<file path="src/rtl/mem_arbiter.sv">
// Two-requester arbiter sharing one memory bus between instruction fetch and the memory stage.
// Optional fetch anti-starvation counter is enabled by defining ARB_STARVE_EN.
module mem_arbiter #(
  parameter int STARVE_LIMIT = 4,
  parameter int CNT_W        = 3
) (
  input  logic        clk,
  input  logic        reset_n,
  input  logic        fe_req,
  input  logic [31:0] fe_addr,
  output logic        fe_ack,
  output logic [31:0] fe_data,
  input  logic        mem_req,
  input  logic [31:0] mem_addr,
  input  logic        mem_write,
  input  logic [31:0] mem_data_in,
  input  logic        mem_extend,
  input  logic [1:0]  mem_width,
  output logic        mem_ack,
  output logic [31:0] mem_data_out,
  output logic        bus_req,
  output logic [31:0] bus_addr,
  output logic        bus_write,
  output logic [31:0] bus_wdata,
  output logic        bus_extend,
  output logic [1:0]  bus_width,
  input  logic        bus_ack,
  input  logic [31:0] bus_rdata,
  output logic [1:0]  dbg_state,
  output logic        dbg_drain_mem
);

  typedef enum logic [1:0] {
    ST_IDLE    = 2'd0,
    ST_GNT_FE  = 2'd1,
    ST_GNT_MEM = 2'd2,
    ST_DRAIN   = 2'd3
  } state_t;

  if ((2 ** CNT_W) <= STARVE_LIMIT) begin : g_bad_cnt_w
    $error("mem_arbiter: CNT_W too narrow for STARVE_LIMIT");
  end

  state_t      r_state;
  state_t      w_next_state;
  logic        r_drain_mem;
  logic        w_next_drain_mem;
  logic        w_grant_fe;
  logic        w_grant_mem;
  logic        w_fe_priority;

  logic [31:0] r_addr;
  logic        r_write;
  logic [31:0] r_wdata;
  logic        r_extend;
  logic [1:0]  r_width;

`ifdef ARB_STARVE_EN
  logic [CNT_W-1:0] r_starve_cnt;

  assign w_fe_priority = (r_starve_cnt == CNT_W'(STARVE_LIMIT));

  // Counts mem grants that made a waiting fetch wait; saturates at the limit.
  always_ff @(posedge clk or negedge reset_n) begin
    if (!reset_n) begin
      r_starve_cnt <= '0;
    end else if (w_grant_fe) begin
      r_starve_cnt <= '0;
    end else if (w_grant_mem && fe_req && !w_fe_priority) begin
      r_starve_cnt <= r_starve_cnt + 1'b1;
    end
  end
`else
  assign w_fe_priority = 1'b0;
`endif

  // State register
  always_ff @(posedge clk or negedge reset_n) begin
    if (!reset_n) begin
      r_state     <= ST_IDLE;
      r_drain_mem <= 1'b0;
    end else begin
      r_state     <= w_next_state;
      r_drain_mem <= w_next_drain_mem;
    end
  end

  // Next-state logic
  always_comb begin
    w_next_state     = r_state;
    w_next_drain_mem = r_drain_mem;
    w_grant_fe       = 1'b0;
    w_grant_mem      = 1'b0;
    case (r_state)
      ST_IDLE: begin
        if (mem_req && !(w_fe_priority && fe_req)) begin
          w_next_state = ST_GNT_MEM;
          w_grant_mem  = 1'b1;
        end else if (fe_req) begin
          w_next_state = ST_GNT_FE;
          w_grant_fe   = 1'b1;
        end
      end
      ST_GNT_FE: begin
        if (bus_ack) begin
          w_next_state = ST_IDLE;
        end else if (!fe_req) begin
          w_next_state     = ST_DRAIN;
          w_next_drain_mem = 1'b0;
        end
      end
      ST_GNT_MEM: begin
        if (bus_ack) begin
          w_next_state = ST_IDLE;
        end else if (!mem_req) begin
          w_next_state     = ST_DRAIN;
          w_next_drain_mem = 1'b1;
        end
      end
      ST_DRAIN: begin
        if (bus_ack) begin
          w_next_state = ST_IDLE;
        end
      end
      default: w_next_state = ST_IDLE;
    endcase
  end

  // Bus attributes are captured only at grant so the bus never follows requester inputs.
  always_ff @(posedge clk or negedge reset_n) begin
    if (!reset_n) begin
      r_addr   <= '0;
      r_write  <= 1'b0;
      r_wdata  <= '0;
      r_extend <= 1'b0;
      r_width  <= 2'd0;
    end else if (w_grant_mem) begin
      r_addr   <= mem_addr;
      r_write  <= mem_write;
      r_wdata  <= mem_data_in;
      r_extend <= mem_extend;
      r_width  <= mem_width;
    end else if (w_grant_fe) begin
      r_addr   <= fe_addr;
      r_write  <= 1'b0;
      r_wdata  <= '0;
      r_extend <= 1'b0;
      r_width  <= 2'd2;
    end
  end

  // Output logic: completion is bus_ack steered to the current owner; DRAIN swallows it.
  always_comb begin
    bus_req      = (r_state != ST_IDLE);
    fe_ack       = (r_state == ST_GNT_FE) && bus_ack;
    mem_ack      = (r_state == ST_GNT_MEM) && bus_ack;
    fe_data      = fe_ack ? bus_rdata : 32'h0;
    mem_data_out = mem_ack ? bus_rdata : 32'h0;
  end

  assign bus_addr      = r_addr;
  assign bus_write     = r_write;
  assign bus_wdata     = r_wdata;
  assign bus_extend    = r_extend;
  assign bus_width     = r_width;
  assign dbg_state     = r_state;
  assign dbg_drain_mem = r_drain_mem;

endmodule

</file>
<file path="config.mk">
export PLATFORM = sky130hd
export DESIGN_NAME = mem_arbiter
export DESIGN_NICKNAME = d
export VERILOG_FILES = /design/src/rtl/mem_arbiter.sv
export SDC_FILE = /design/constraint.sdc
export NUM_CORES = 1
export LEC_CHECK = 0
export ABC_CLOCK_PERIOD_IN_PS = 4500
export BUFFER_PORTS_ARGS = -buffer_cell sky130_fd_sc_hd__buf_2
export CAP_MARGIN = 25
export CORE_AREA = 2 2 106 108
export DETAILED_ROUTE_END_ITERATION = 6
export DIE_AREA = 0 0 108 110
export PLACE_DENSITY = 0.82
export SLEW_MARGIN = 20
export SYNTH_ARGS = -nofsm -noshare
export SYNTH_HDL_FRONTEND = slang
export SYNTH_SLANG_ARGS = --single-unit
</file>
<file path="constraint.sdc">
create_clock -name clk -period 4.5 [get_ports clk]
set_input_delay 0.225 -clock clk [delete_from_list [all_inputs] [get_ports clk]]
set_output_delay 0.225 -clock clk [all_outputs]
set_load 0.01 [all_outputs]
</file>
==> run metrics, run 1 <==
ratio of cells with drive above 1 in the final layout=47.7%; post-synthesis sequential area ratio=between 40% and 50%; Crit Path Class=reg2out; most common cell in the netlist=dfrtp_1; initial antenna violation count=0; core area=~0.011 mm^2; initial DRC count=300; CTS root buf=clkbuf_8; setup TNS=0 ns; CP peak stage delay=around 0.75 ns; Die X=~110 um; Initial Util=between 30% and 40%; Top-Level Pins=275; Yosys cell types=29; die area=between 0.01 and 0.015 mm^2; top post-synthesis cells by area=dfrtp_1 49%, and3_1 11%, a22o_1 8.7%; Synth Instances=between 300 and 400; Syn Nets=slightly above 500; Setup Skew=around 0.0072 ns; final setup vio count=0; H-tree Lvls=3; Mapped Area=approximately 0.0036 mm^2; critical path launch point type=flop; clk slew on worst S/H paths=around 0.080 ns; WP data required=approximately 4.3 ns; fmax=between 0.4 and 0.5 GHz; min Tclk post-route=about 2.4 ns; worst min-delay path class=in2async; Max-cap violations=0; slowest CP cell=ha_1; remaining routing DRC violations=0; fin crit share=53.4%; CTS buffer count=9; GPL Wtd Cong=between 0.8 and 0.9; drt total wl=between 10000 and 15000 um; Post-synth EDFFs=0; Clock Tree Buf Depth=2; RSZ-0062 raised after global routing=no; Worst Tran Pin Value=slightly below 0.9 ns; drt wl/cell=around 17 um; Final Util=49.0%; relative max-transition margin=around two fifths; I/O Buffers=around 270; status=completed; largest net degree at the start of global routing=72; Synth Flop Type=dfrtp_1; PwrDens=598 mW/mm^2; CTS tree=built; clock sinks=between 70 and 80; Die Ht=around 110 um; Async SR Flop Fraction=100%; CP top delay family=adder cells; P&R area growth vs syn=45.2%; yosys warns=0; CTS Hold Buffers Added=0; setup bufs post-CTS=0; placed cells=between 700 and 800; total number of vias=~4000; endpoints failing hold=0; Static Leak=3.11 nW; area fraction of the dominant cell type after synthesis=between 40% and 50%; hpwl dp=about 9600 um; Synth top cells by count=71 x dfrtp_1, 64 x and3_1, 36 x a22o_1, 33 x a31oi_1, 33 x nand2_1; crit path DAT=~2.2 ns; Antenna Nets Post-Route=0; Crit. End Element=primary output; Max IR drop VDD=approximately 0.24 mV; Final Power=about 0.0031 W; synthesized flop and latch total=71; GRT Overall Usage=about a fifth; Worst-Skew Late Latency=between 0.3 and 0.4 ns; Diodes inserted=0; Detailed Routing Iterations Pass 1=4; total grt overflow=0; row count=38; final cell count without fillers=762; worst-path cell chain=inv_1, ha_1, and3_1, buf_2; via/cell ratio=~5.2; # nets final=roughly 760; CP max FO=35; Yosys top cell by area=dfrtp_1; Bufs and invs on worst path=2; Final Slew Violations=0; first-pass GRT wire length=approximately 19000 um; post-CTS sizing=0; hold slack=0.00694 ns; Mapped Avg Cell Area=around 9.8 um^2; vias in the first global route=around 3900
## per-layer routing
metal  vias up  part of all wire [%]  GRT usage (%)
met1      1891                    37           21.4
met2       206                    53           38.4
met4         0                   2.6           7.05
li1       1827                     -              -
met3        22                   8.1           5.53
met5         -                     0              0
## final cells by class
class	count	area, um^2
repair buffers	275	1380
fillers	1012	5450
inverters	6	22.5
clock inverters	7	128
multi-input cells	254	1640
well taps	140	175
flip-flops and latches	71	1780
clock buffers	9	124
## where the power goes
part,internal (W),switching (W)
Clock,0.000377,0.000255
Combinational,0.000594,0.000818
Sequential,0.000925,0.000165
## flip-flops by register name, indices dropped and copies added (netlist names)
register       count
bus_addr          32
bus_extend         1
bus_wdata         32
bus_width          2
bus_write          1
dbg_drain_mem      1
dbg_state          2
## cell families (layout without fill, tap and decap cells)
group           after synthesis  after routing  share of synthesized area [%]
fa+ha+maj                     7              7                           2.42
compound gates              109            109                           20.6
simple gates                136            136                           21.4
mux                           2              2                          0.692
flops                        71             71                           49.2
buf+inv                      43            297                           5.71
## final timing paths
kind	from	endpoint	slack, ns	depth (start not counted)
worst max-delay path	dbg_state[0]$_DFFE_PN0P_	mem_data_out[31]	2.10	4
worst min register to register	bus_addr[22]$_DFFE_PN0P_	bus_addr[22]$_DFFE_PN0P_	0.48	2
worst min-delay path	reset_n	bus_wdata[10]$_DFFE_PN0P_	0.007	1
worst max register to register	dbg_state[0]$_DFFE_PN0P_	bus_wdata[24]$_DFFE_PN0P_	2.28	5
max in group asynchronous	reset_n	bus_addr[22]$_DFFE_PN0P_	3.92	1
min in group clk	mem_data_in[11]	bus_wdata[11]$_DFFE_PN0P_	0.10	2
## cells in the final DEF (no fill, tap or decap)
cell,synthesis,routed
buf_2,15,273
dfrtp_1,71,71
and3_1,64,64
a22o_1,36,36
a31oi_1,33,33
nand2_1,33,33
o21ai_1,32,32
and2_1,29,29
clkbuf_8,0,9
ha_1,7,7
and2_0,5,5
inv_1,4,4
bufinv_16,0,3
inv_2,2,2
a21oi_1,2,2
inv_6,0,2
buf_4,1,2
o21ai_4,0,1
nor2_4,1,1
nor2_1,1,1
nand3b_1,1,1
or3b_1,1,1
o211ai_2,1,1
mux2_4,1,1
o21ai_0,1,1
a221oi_1,1,1
o22a_1,1,1
nor2b_1,1,1
a22oi_1,1,1
mux2i_1,1,1
inv_8,0,1
clkinv_4,0,1
## stage by stage
step	instance area, um^2	setup WS, ns
3_3_place_gp	4990	2.43
5_1_grt	5250	1.93
2_1_floorplan	3610	2.82
3_5_place_dp	4990	2.28
6_report	5250	2.10
4_1_cts	5250	2.12
Power figures use the tool's default switching activity.
==> run 2: changes to the inputs <==
==> config.mk (replaced) <==
export PLATFORM = sky130hd
export DESIGN_NAME = mem_arbiter
export DESIGN_NICKNAME = d
export VERILOG_FILES = /design/src/rtl/mem_arbiter.sv
export SDC_FILE = /design/constraint.sdc
export NUM_CORES = 1
export LEC_CHECK = 0
export ABC_AREA = 1
export ABC_CLOCK_PERIOD_IN_PS = 2450
export BUFFER_PORTS_ARGS = -buffer_cell sky130_fd_sc_hd__buf_2
export CAP_MARGIN = 25
export CORE_AREA = 2 2 107 109
export DETAILED_ROUTE_END_ITERATION = 6
export DIE_AREA = 0 0 109 111
export PLACE_DENSITY = 0.81
export SLEW_MARGIN = 20
export SYNTH_ARGS = -nofsm -noshare
export SYNTH_HDL_FRONTEND = slang
export SYNTH_SLANG_ARGS = --single-unit
==> constraint.sdc (replaced) <==
create_clock -name clk -period 2.45 [get_ports clk]
set_input_delay 0.1225 -clock clk [delete_from_list [all_inputs] [get_ports clk]]
set_output_delay 0.1225 -clock clk [all_outputs]
set_load 0.01 [all_outputs]
==> run 2 against run 1 <==
Combinational power up 95%. Worst hold slack better by 0.019 ns. Clock power up 110%. Wire length down 1.3%. Final area up 3.1%. Final cell count up 18%. Flip-flop and latch count unchanged. Clock skew down 0.0013 ns. Largest power group unchanged. Non-clock buffer count up 9.
==> run metrics, run 2 <==
CP max FO=26; Detailed Routing Iterations Pass 1=5; remaining routing DRC violations=0; top post-synthesis cells by area=dfrtp_1 49%, nand2_1 13%, nor2_1 6.9%; Async SR Flop Fraction=100%; relative max-transition margin=between 50% and 60%; Antenna Nets Post-Route=0; Die X=109 um; Post-synth EDFFs=0; largest net degree at the start of global routing=between 60 and 70; initial DRC count=between 150 and 200; routing usage on met2=around 38%; Mapped Avg Cell Area=between 7 and 8 um^2; final setup vio count=0; most common cell in the netlist=nand2_1; Max IR drop VDD=between 0.4 and 0.5 mV; total number of vias=4158; met1 Use GR=approximately 22%; Mapped Area=about 0.0037 mm^2; crit path DAT=1.91 ns; hold endpoint=bus_wdata[1]$_DFFE_PN0P_; fillers=around 1100; via/cell ratio=approximately 4.6; PwrDens=about 1100 mW/mm^2; CP top delay family=buffers and inverters; die area=between 0.01 and 0.015 mm^2; hold slack=about 0.026 ns; most common cell after layout, fill and taps aside=buf_2; slowest CP cell=dfrtp_1; Clock Tree Buf Depth=2; Crit. End Element=primary output; Final Power=around 0.0061 W; GPL Wtd Cong=about 0.8; first-pass GRT wire length=about 19000 um; core area=about 0.011 mm^2; area of the multi-input gates=about 0.0015 mm^2; I/O Buffers=274; Synth Flop Type=dfrtp_1; Setup Skew=around 0.006 ns; post-synthesis sequential area ratio=slightly below 50%; Yosys cell types=17; register area=between 0.0015 and 0.002 mm^2; Top-Level Pins=between 200 and 300; hold depth=3; Bufs and invs on worst path=3; CTS buffer count=9; drt total wl=about 13000 um; Syn Nets=634; Synth top cells by count=123 x nand2_1, 71 x dfrtp_1, 67 x nor2_1, 43 x o21ai_0, 41 x inv_1; vias in the first global route=3907; Initial Util=33.0%; Worst-Skew Late Latency=0.32 ns; CP peak stage delay=approximately 0.44 ns; clock sinks=71; critical path launch point type=flop; hold_sp=mem_data_in[1]; capturing point of the worst reg2reg path=dbg_state[0]$_DFFE_PN0P_; ratio of cells with drive above 1 in the final layout=roughly two fifths; initial antenna violation count=0; most frequent cells in the layout=274 x buf_2, 123 x nand2_1, 71 x dfrtp_1; Crit Path Class=reg2out; post-CTS sizing=0; GRT Overall Usage=19.9%; synthesized flop and latch total=slightly above 70; setup bufs post-CTS=0; Static Leak=around 3.3 nW; CTS tree=built; P&R area growth vs syn=47.9%; H-tree Lvls=3; min Tclk post-route=between 2 and 2.5 ns; WP data required=roughly 2.3 ns; RSZ-0062 raised after global routing=no; Max-cap violations=0; Synth Instances=roughly 500; Diodes inserted=0; hpwl dp=just over 9000 um; Final Slew Violations=0; Crit Reg-Reg Startpoint=dbg_state[0]$_DFFE_PN0P_; clk slew on worst S/H paths=0.06 ns; setup TNS=0 ns; drt wl/cell=approximately 14 um; fmax=~0.49 GHz; yosys warns=0; Yosys top cell by area=dfrtp_1; status=completed; busiest grt layer=met2; fin crit share=between 80% and 90%; area fraction of the dominant cell type after synthesis=48.6%; endpoints failing hold=0; row count=39; Die Ht=between 100 and 150 um; total grt overflow=0; worst-path cell chain=inv_1, ha_1, nand2_1, buf_4, nor2_1, buf_2; CTS Hold Buffers Added=1; Worst Tran Pin Value=approximately 0.73 ns; met3 usage=under 10%; CTS root buf=clkbuf_16; worst min-delay path class=in2reg; r2r worst-path depth=8; flop2flop setup slack=approximately 0.6 ns; # nets final=894
run 2: cell types whose count changed in the layout (fill, tap and decap cells not counted), sizes merged, moves of 30 or more:
cell and delta:
a22o -36, a21oi +30, nand2 +90, nand3 +40, o21ai +33, inv +36
and3 -64, nor2 +67, and2 -34, a31oi -33
run 2: metal layers:
metal | share of wire (%) | wire length [um]
met1 | 38 | 4800
met2 | 53 | 6640
met3 | 7.3 | 917
met4 | 1.4 | 172
met5 | 0 | 0
run 2: worst register-to-register path: cells and delay by family (launching register included):
kind / cells / cell delay [ns]
buf+inv: 2 / 0.71
simple gates: 5 / 0.40
fa+ha+maj: 1 / 0.21
flops: 1 / 0.44
run 2: metrics by stage:
stage                     std cells  cell area, um^2  util, %  setup WS (ns)
after floorplan                 490             3660        -          0.858
after global placement          880             5080     45.9          0.465
after detailed placement        881             5100     46.1          0.543
after CTS                       897             5410     48.8          0.383
after global routing            897             5410     48.8          0.205
final                           897             5410     48.8          0.414
run 2: cells by family (layout without fill, tap and decap cells):
family	count (synthesis)	after routing	synth area share, %
buffers and inverters	79	343	9.61
flip-flops	71	71	48.6
AO/OA/AOI/OAI	99	99	13.5
AND/OR/NAND/NOR	234	234	25.9
adder cells (fa/ha/maj)	7	7	2.39
run 2: report_power, final:
group	internal (W)	switching, W
registers	0.00170	0.000301
clock network	0.000811	0.000507
logic	0.00102	0.00173
run 2: how the worst max path moves through the flow:
stage | startpoint | to | slack, ns | cells past startpoint
finish | dbg_state[0]$_DFFE_PN0P_ | mem_data_out[13] | 0.41 | 6
global route | dbg_state[0]$_DFFE_PN0P_ | mem_data_out[8] | 0.21 | 6
CTS | dbg_state[0]$_DFFE_PN0P_ | mem_data_out[29] | 0.38 | 6
detailed placement | dbg_state[0]$_DFFE_PN0P_ | dbg_state[0]$_DFFE_PN0P_ | 0.54 | 8
global placement | dbg_state[0]$_DFFE_PN0P_ | bus_addr[6]$_DFFE_PN0P_ | 0.46 | 7
floorplan | dbg_state[0]$_DFFE_PN0P_ | bus_wdata[0]$_DFFE_PN0P_ | 0.86 | 10
run 2: layout make-up:
type,count,area share (%)
flip-flops and latches,71,32.8
well taps,143,3.31
multi-input cells,340,28.3
clock buffers,10,4.42
inverters,44,3.05
repair buffers,284,27.0
clock inverters,5,1.04
==> run 3: changes to the inputs <==
--- a/config.mk
+++ b/config.mk
@@ -6,7 +6,7 @@
 export NUM_CORES = 1
 export LEC_CHECK = 0
 export ABC_AREA = 1
-export ABC_CLOCK_PERIOD_IN_PS = 2450
+export ABC_CLOCK_PERIOD_IN_PS = 2050
 export BUFFER_PORTS_ARGS = -buffer_cell sky130_fd_sc_hd__buf_2
 export CAP_MARGIN = 25
 export CORE_AREA = 2 2 107 109
==> constraint.sdc (replaced) <==
create_clock -name clk -period 2.05 [get_ports clk]
set_input_delay 0.1025 -clock clk [delete_from_list [all_inputs] [get_ports clk]]
set_output_delay 0.1025 -clock clk [all_outputs]
set_load 0.01 [all_outputs]
==> run 3 against run 2 <==
Sequential power grew 19%. Worst hold slack lost 0.019 ns. Utilization grew 1.1 points. Critical path depth is the same. Count of clock-buffer cells in the layout is the same. Flip-flop and latch count is the same. Die area is the same. Total power grew 22%. Global-route usage grew 0.073 points. Critical endpoint is now fe_data[29]. Highest routed layer unchanged.
==> run metrics, run 3 (synthesized netlist as in run 2, its figures left out) <==
Sw Pwr=about 0.0030 W; die area=~0.012 mm^2; most common cell after layout, fill and taps aside=buf_2; endpoints failing hold=0; RSZ-0062 raised after global routing=no; initial antenna violation count=0; Worst Tran Pin Value=between 0.5 and 0.6 ns; Static Leak=~3.3 nW; CTS buffer count=9; relative max-transition margin=a little over three fifths; CP Launch Point=dbg_state[1]$_DFFE_PN0P_; I/O Buffers=274; CP max FO=32; total number of vias=approximately 4200; Diodes inserted=0; worst min-delay path class=in2reg; Clock Tree Buf Depth=2; setup ws final=0.156 ns; CTS root buf=clkbuf_16; hold_sp=mem_data_in[5]; final setup vio count=0; Max IR drop VDD=about 0.55 mV; Top-Level Pins=approximately 280; vias in the first global route=between 3000 and 4000; Final Power=roughly 0.0074 W; hold endpoint=bus_wdata[5]$_DFFE_PN0P_; fin crit share=approximately 90%; most frequent cells in the layout=274 x buf_2, 122 x nand2_1, 71 x dfrtp_1; Crit Path Class=reg2out; WP data required=~2.0 ns; drt total wl=between 10000 and 15000 um; clock sinks=between 70 and 80; flop2flop setup slack=~0.35 ns; status=completed; Seq pwr share=approximately a third; capturing point of the worst reg2reg path=bus_addr[9]$_DFFE_PN0P_; Die Ht=between 100 and 150 um; first-pass GRT wire length=approximately 19000 um; fmax=0.528 GHz; PwrDens=about 1300 mW/mm^2; GRT Overall Usage=20.0%; sw frac=40.9%; post-route cell area=roughly 0.0055 mm^2; min Tclk post-route=~1.9 ns; internal power=approximately 0.0044 W; hpwl dp=roughly 9000 um; ratio of cells with drive above 1 in the final layout=around two fifths; GPL Wtd Cong=slightly below 0.8; r2r worst-path depth=8; critical path launch point type=flop; largest net degree at the start of global routing=72; total grt overflow=0; clk slew on worst S/H paths=approximately 0.060 ns; power share of the clock group=22.6%; via/cell ratio=between 4 and 5; row count=39; P&R area growth vs syn=51.1%; Die X=about 110 um; Final Slew Violations=0; Crit Reg-Reg Startpoint=dbg_state[1]$_DFFE_PN0P_; Detailed Routing Iterations Pass 1=4; Placement Setup Slack=around 0.33 ns; Worst-Skew Late Latency=between 0.3 and 0.4 ns; setup TNS=0 ns; Max-cap violations=0; Post-DP Area=about 0.0051 mm^2; Antenna Nets Post-Route=0; hold depth=3; drt wl/cell=roughly 14 um; Crit. End Element=primary output; crit path DAT=~1.8 ns; Setup Skew=0.0134 ns; CTS tree=built; initial DRC count=270; core area=about 0.011 mm^2; # nets final=approximately 900; H-tree Lvls=3; remaining routing DRC violations=0; Comb power frac=between 40% and 50%; Initial Util=between 30% and 40%
## run 3: layer usage
| metal | up-vias | routed length [um] | track usage (%) |
|---|---|---|---|
| met3 | 20 | 824 | 3.53 |
| met5 | - | 0 | 0 |
| li1 | 2077 | - | - |
| met4 | 0 | 248 | 7.78 |
| met1 | 1944 | 4880 | 22.7 |
| met2 | 188 | 6430 | 36.4 |
## run 3: what timing repair did
action / in CTS / in global routing
hold endpoints to repair: 77 / 0
setup endpoints to repair: 0 / 22
setup buffers: 0 / 0
hold buffers: 7 / 0
resized for setup: 0 / 1
## run 3: final cells by class
type	instances	area, um^2
Clock inverter	6	92.6
Clock buffer	10	229
Inverter	44	165
Fill cell	1127	5550
Sequential cell	71	1780
Tap cell	143	179
Multi-Input combinational cell	340	1540
Timing Repair Buffer	289	1550
## run 3: worst max path at each step
stage,to,depth (start not counted),slack [ns]
after floorplan,bus_wdata[0]$_DFFE_PN0P_,10,0.46
after global placement,bus_addr[21]$_DFFE_PN0P_,7,0.39
after detailed placement,bus_addr[2]$_DFFE_PN0P_,7,0.33
after CTS,mem_data_out[20],6,0.08
after global routing,fe_data[29],6,0.0003
final,fe_data[29],6,0.16
## run 3: metrics by stage
stage          cells  utilization (%)  hold slack, ns
2_1_floorplan    490                -          -0.193
3_3_place_gp     880             46.4           0.156
3_5_place_dp     880             46.4           0.161
4_1_cts          903             49.9       0.0000445
5_1_grt          903             49.9         0.00854
6_report         903             49.9         0.00675
## run 3: critical path, cell delays in order, from the launching register on
cell	delay, ns
dfrtp_1	0.44
inv_1	0.13
ha_1	0.22
nand2_1	0.10
buf_4	0.31
nor2_1	0.11
buf_2	0.15
## run 3: power groups by stage
stage | clock network [W] | logic [W] | registers, W
final | 0.00168 | 0.00336 | 0.00238
after floorplan | 0 | 0.00170 | 0.00267
after detailed placement | 0 | 0.00340 | 0.00238
after CTS | 0.00171 | 0.00341 | 0.00238
after global routing | 0.00178 | 0.00376 | 0.00245
after global placement | 0 | 0.00332 | 0.00238
